===== src/rtl/pet_stats.sv =====
// pet_stats: five need levels, AWAKE/SLEEP/DEAD state and status byte,
// driven by UART command bytes and a real-time tick.
module pet_stats #(
  parameter int TICK_CYCLES = 27000000,
  parameter int DECAY_TICKS = 10,
  parameter int GRACE_TICKS = 5,
  parameter int INIT_LEVEL  = 4
) (
  input  logic       clk,
  input  logic       rst,
  input  logic [7:0] cmd_byte,
  output logic [4:0] hunger,
  output logic [4:0] happiness,
  output logic [4:0] hygiene,
  output logic [4:0] energy,
  output logic [4:0] social,
  output logic       is_sleeping,
  output logic [7:0] status,
  output logic       cmd_ack,
  output logic       cmd_err
);

  localparam int TW = (TICK_CYCLES > 1) ? $clog2(TICK_CYCLES) : 1;
  localparam int DW = (DECAY_TICKS > 1) ? $clog2(DECAY_TICKS) : 1;
  localparam int GW = $clog2(GRACE_TICKS + 1);
  localparam logic [4:0] INIT = 5'(INIT_LEVEL);
  localparam int HU = 0;
  localparam int HA = 1;
  localparam int HY = 2;
  localparam int EN = 3;
  localparam int SO = 4;

  typedef enum logic [1:0] {
    AWAKE,
    SLEEP,
    DEAD
  } state_t;

  state_t        state_q, state_d;
  logic [TW-1:0] tick_q, tick_d;
  logic [DW-1:0] decay_q, decay_d;
  logic [GW-1:0] grace_q, grace_d;
  logic [GW-1:0] grace_inc;
  logic [7:0]    prev_q;
  logic [7:0]    uc;
  logic [4:0]    need_q [5];
  logic [4:0]    need_d [5];
  logic          tick, decay, new_byte, restart;
  logic          crit_q, crit_d, ack_d, err_d;

  function automatic logic [4:0] add(
    input logic [4:0]        a,
    input logic signed [5:0] d
  );
    logic signed [5:0] v;
    v = $signed({1'b0, a}) + d;
    if (v < 0) return 5'd0;
    if (v > 6'sd15) return 5'd15;
    return v[4:0];
  endfunction

  assign hunger    = need_q[HU];
  assign happiness = need_q[HA];
  assign hygiene   = need_q[HY];
  assign energy    = need_q[EN];
  assign social    = need_q[SO];

  // Command decode, decay, grace/death and auto-wake in one next-state pass
  always_comb begin
    tick     = (tick_q == TW'(TICK_CYCLES - 1));
    decay    = tick && (decay_q == DW'(DECAY_TICKS - 1));
    new_byte = (cmd_byte != 8'h00) && (cmd_byte != prev_q);
    uc = (cmd_byte >= "a" && cmd_byte <= "z") ?
         cmd_byte - 8'd32 : cmd_byte;
    crit_q = 1'b0;
    for (int i = 0; i < 5; i++) begin
      need_d[i] = need_q[i];
      crit_q    = crit_q | (need_q[i] == 5'd15);
    end
    state_d   = state_q;
    ack_d     = 1'b0;
    err_d     = 1'b0;
    restart   = 1'b0;
    tick_d    = tick ? '0 : tick_q + 1'b1;
    decay_d   = decay_q;
    if (tick) decay_d = decay ? '0 : decay_q + 1'b1;
    grace_d   = grace_q;
    grace_inc = grace_q + 1'b1;

    if (new_byte) begin
      err_d = 1'b1;
      case (state_q)
        AWAKE: begin
          unique case (1'b1)
            (uc == "F"): begin
              need_d[HU] = add(need_q[HU], -6'sd4);
              ack_d = 1'b1;
            end
            (uc == "P"): begin
              need_d[HA] = add(need_q[HA], -6'sd4);
              need_d[EN] = add(need_q[EN], 6'sd2);
              ack_d = 1'b1;
            end
            (uc == "B"): begin
              need_d[HY] = 5'd0;
              ack_d = 1'b1;
            end
            (uc == "T"): begin
              need_d[SO] = add(need_q[SO], -6'sd4);
              ack_d = 1'b1;
            end
            (uc == "S"): begin
              state_d = SLEEP;
              ack_d = 1'b1;
            end
            default: ;
          endcase
        end
        SLEEP: begin
          if (uc == "W") begin
            state_d = AWAKE;
            ack_d = 1'b1;
          end
        end
        DEAD: begin
          if (uc == "R") begin
            for (int i = 0; i < 5; i++) need_d[i] = INIT;
            state_d = AWAKE;
            restart = 1'b1;
            ack_d = 1'b1;
          end
        end
        default: ;
      endcase
      if (ack_d) err_d = 1'b0;
    end

    // Decay acts on the post-command levels and state
    if (decay && !restart) begin
      case (state_d)
        AWAKE: begin
          for (int i = 0; i < 5; i++)
            need_d[i] = add(need_d[i], 6'sd1);
        end
        SLEEP: begin
          need_d[EN] = add(need_d[EN], -6'sd2);
          need_d[HU] = add(need_d[HU], 6'sd1);
        end
        default: ;
      endcase
    end

    if (restart) begin
      tick_d  = '0;
      decay_d = '0;
      grace_d = '0;
    end else if (state_q != DEAD) begin
      if (!crit_q) grace_d = '0;
      else if (tick) grace_d = grace_inc;
      if (crit_q && tick && grace_inc == GW'(GRACE_TICKS))
        state_d = DEAD;
      else if (state_q == SLEEP && need_q[EN] == 5'd0)
        state_d = AWAKE;
    end

    crit_d = 1'b0;
    for (int i = 0; i < 5; i++)
      crit_d = crit_d | (need_d[i] == 5'd15);
  end

  // State, counters, levels and registered status
  always_ff @(posedge clk) begin
    if (rst) begin
      state_q     <= AWAKE;
      tick_q      <= '0;
      decay_q     <= '0;
      grace_q     <= '0;
      prev_q      <= 8'h00;
      for (int i = 0; i < 5; i++) need_q[i] <= INIT;
      is_sleeping <= 1'b0;
      status      <= 8'h00;
      cmd_ack     <= 1'b0;
      cmd_err     <= 1'b0;
    end else begin
      state_q     <= state_d;
      tick_q      <= tick_d;
      decay_q     <= decay_d;
      grace_q     <= grace_d;
      prev_q      <= cmd_byte;
      for (int i = 0; i < 5; i++) need_q[i] <= need_d[i];
      is_sleeping <= (state_d == SLEEP);
      status      <= {5'b0, crit_d, state_d == DEAD,
                      state_d == SLEEP};
      cmd_ack     <= ack_d;
      cmd_err     <= err_d;
    end
  end

endmodule


===== config.mk =====
export PLATFORM = sky130hd
export DESIGN_NAME = pet_stats
export DESIGN_NICKNAME = d
export VERILOG_FILES = /design/src/rtl/pet_stats.sv
export SDC_FILE = /design/constraint.sdc
export NUM_CORES = 1
export LEC_CHECK = 0
export ABC_AREA = 1
export BUFFER_PORTS_ARGS = -buffer_cell sky130_fd_sc_hd__buf_2
export CAP_MARGIN = 20
export CELL_PAD_IN_SITES_DETAIL_PLACEMENT = 1
export CELL_PAD_IN_SITES_GLOBAL_PLACEMENT = 2
export CORE_MARGIN = 4
export CORE_UTILIZATION = 32
export CTS_CLUSTER_DIAMETER = 80
export DETAILED_ROUTE_END_ITERATION = 16
export PLACE_DENSITY_LB_ADDON = 0.1
export SYNTH_ARGS = -nofsm -noshare
export SYNTH_HDL_FRONTEND = slang
export SYNTH_SLANG_ARGS = --single-unit

===== constraint.sdc =====
create_clock -name clk -period 3.45 [get_ports clk]
set_clock_uncertainty 0.15 [all_clocks]
set_input_delay 0.1725 -clock clk [delete_from_list [all_inputs] [get_ports clk]]
set_output_delay 0.1725 -clock clk [all_outputs]
set_load 0.005 [all_outputs]

==> impl_metrics.tcl <==
set metrics [dict create \
    portBuffers 40 \
    fp.coreArea_um2 16060 \
    fin_crit_sh_pct 92.18 \
    ff2ff_path_depth 21 \
    start_util_pct 33.08 \
    finalMaxSlewViolations 0 \
    max_freq_mhz 314.4 \
    drt_first_iter_violations 268 \
    combPwrFrac_pct 7.9 \
    clock_path_buffers 2 \
    cts_num_sinks 72 \
    drtPass1Iterations 5 \
    insertion_delay_ns 0.35 \
    grt_pass1_vias 6154 \
    rsz0062_at_grt "yes" \
    antennaDiodeCount 0 \
    cap_viol_max_count 0 \
    final_common_cell "nand2_1" \
    setup_violations 0 \
    cp.arrival_ns 3.31 \
    start_kind "flop" \
    grt_pass1_wl_um 31280 \
    power_frac_seq_pct 44.3 \
    p_int_w 0.001392 \
    synth-main-ff-cell "dfxtp_1" \
    fin_area_um2 6523 \
    power_density_nw_per_um2 294.5 \
    syn_area_um2 5311 \
    leakagePower_nw 3.273 \
    cp_max_fo 6 \
    async_flop_share_pct 0 \
    io_pins 46 \
    yosys_register_bits 72 \
    cts.clk_slew.worst_paths_ns 0.06 \
    grt_max_degree 34 \
    drc_errors 0 \
    wirelength_um 18910 \
    drive_above_1_share_pct 16.70 \
    yosysUniqueCellTypes 46 \
    hold_path.class "in2reg" \
    worstSetupEndpointType "flop" \
    syn_avg_cell_area_um2 6.022 \
    ant_nets 0 \
    most-common-layout-cells "nand2_1 (250), inv_1 (126), nor2_1 (116)" \
    nNetsFinal 1013 \
    row_count 46 \
    detail_route.wl_per_cell_um 15.70 \
    min_path_cells 3 \
    p_switching_w 0.0005285 \
    die_w_um 136.8 \
    gr-total-overflow 0 \
    worstSetupPathType "reg2reg" \
    htree_levels 3 \
    cts_tree "built" \
    cts_root_buffer "clkbuf_16" \
    grt.total_usage_pct 21.06 \
    grt_antenna_before_repair 0 \
    ys_warn_count 0 \
    vias 5941 \
    cts_inserted_buffers 9 \
    finalHoldViolCount 0 \
    tightest_slew_ns 0.5197 \
    vias_per_cell 4.934 \
    synth_top_area_share_pct 27.14 \
    postPlaceCellArea_um2 6082 \
    ys_seq_area_share_pct 27.14 \
    maxSlewHeadroom_pct 65.32 \
    synth_enable_flop_cells 0 \
    die_h_um 136.8 \
    placedCellCount 1175 \
    peakVddDrop_uv 212.4 \
    synth.largest_area_cell "dfxtp_1" \
    synthCells 882 \
    dp_hpwl_um 15010 \
    area_growth_pct 22.80 \
    period_needed_ns 3.180 \
    power.share.clock_pct 47.8 \
    synthTopCellsByArea "dfxtp_1 (27%), nand2_1 (18%), inv_1 (9.0%)" \
    stdcell_count 1204 \
    p_sw_share_pct 27.52 \
    outcome "finished clean" \
    critPathRequiredTime_ns 3.58 \
    die_area_um2 18720 \
    place_congestion 0.8499 \
]
[worst paths after layout]
path	start	slack, ns	end
max	prev_q[0]	0.27	status[2]
min	cmd_byte[0]	0.007	prev_q[0]
max reg2reg	prev_q[0]	0.27	status[2]
min reg2reg	tick_q[0]	0.31	tick_q[0]
[state kept, by name (all words and copies together), names as in the netlist]
register  cells
need_q       25
tick_q       25
prev_q        8
decay_q       4
grace_q       3
status        3
state_q       2
cmd_ack       1
cmd_err       1
[metal layers]
layer	up-vias	GRT usage, %	wire length (um)
li1	2995	-	-
met1	2832	28.00	9033
met2	91	36.20	9027
met3	23	2.279	536
met4	0	5.820	308
met5	-	0	0
[cells in the mapped netlist, drive strengths merged, types with 3 or more instances]
master / n
xor2: 17
ha: 20
nor3: 25
buf: 11
nand2: 262
a21oi: 33
or2: 5
inv: 131
nand3: 91
nor3b: 7
xnor2: 8
nor4: 3
o21ai: 23
dfxtp: 72
nor2: 126
clkbuf: 9
nand4: 18
a211oi: 3
[cells by family after synthesis]
logic type	share of synthesized area [%]
buf+inv	11.45
other cells	0.07060
simple gates	44.66
compound gates	7.845
xor+xnor	4.122
fa+ha+maj	4.711
flops	27.14
[cell type report]
class	instances	area [um^2]
Fill cell	2216	9535
Multi-Input combinational cell	662	3326
Sequential cell	72	1444
Timing Repair Buffer	106	703.2
Inverter	132	499.2
Tap cell	216	270.3
Clock buffer	9	225.2
Clock inverter	7	55.05
[what timing repair did]
| item | 4_1_cts | 5_1_grt |
|---|---|---|
| gates cloned | 0 | 0 |
| hold endpoints to repair | 3 | 0 |
| pin swaps | 0 | 2 |
| setup buffers | 0 | 10 |
| gates resized for setup | 3 | 14 |
| setup endpoints to repair | 1 | 2 |
| hold buffers | 3 | 0 |
[through the flow]
stage / setup slack (ns) / util [%] / power (W) / hold WS (ns) / setup TNS [ns]
3_3_place_gp: -0.3895 / 37.88 / 0.001007 / 0.2749 / -0.3895
2_1_floorplan: 0.5487 / - / 0.0009561 / 0.1295 / 0
4_1_cts: 0.07118 / 39.85 / 0.001942 / 0.001065 / 0
5_1_grt: -0.06175 / 40.62 / 0.001997 / 0.04119 / -0.06175
3_5_place_dp: -0.4596 / 37.88 / 0.001013 / 0.2994 / -0.4596
6_report: 0.2696 / 40.62 / 0.001921 / 0.006855 / 0
[critical path, stage by stage, from the launching register on]
cell and delay, ns:
dfxtp_1 0.30, or2_0 0.21, nand3_1 0.08, nor2_1 0.05, nand3_1 0.10, nand2_4 0.10
nor2_4 0.21, buf_4 0.15, buf_4 0.13, nand4_1 0.14, nand3_1 0.13, inv_1 0.07
ha_1 0.22, nand4_1 0.17, a21oi_1 0.09, o21ai_0 0.25, nand2_1 0.08, inv_1 0.06
nand3_1 0.13, nand2_1 0.11, nor2_1 0.05, a21oi_1 0.12
[power groups by stage]
stage               logic [W]  registers (W)  clock network (W)
floorplan           0.0000887       0.000867                  0
global placement     0.000139       0.000868                  0
detailed placement   0.000143       0.000869                  0
CTS                  0.000147       0.000850           0.000944
global route         0.000171       0.000851           0.000975
finish               0.000151       0.000850           0.000919
(Power assumes the default switching activity.)
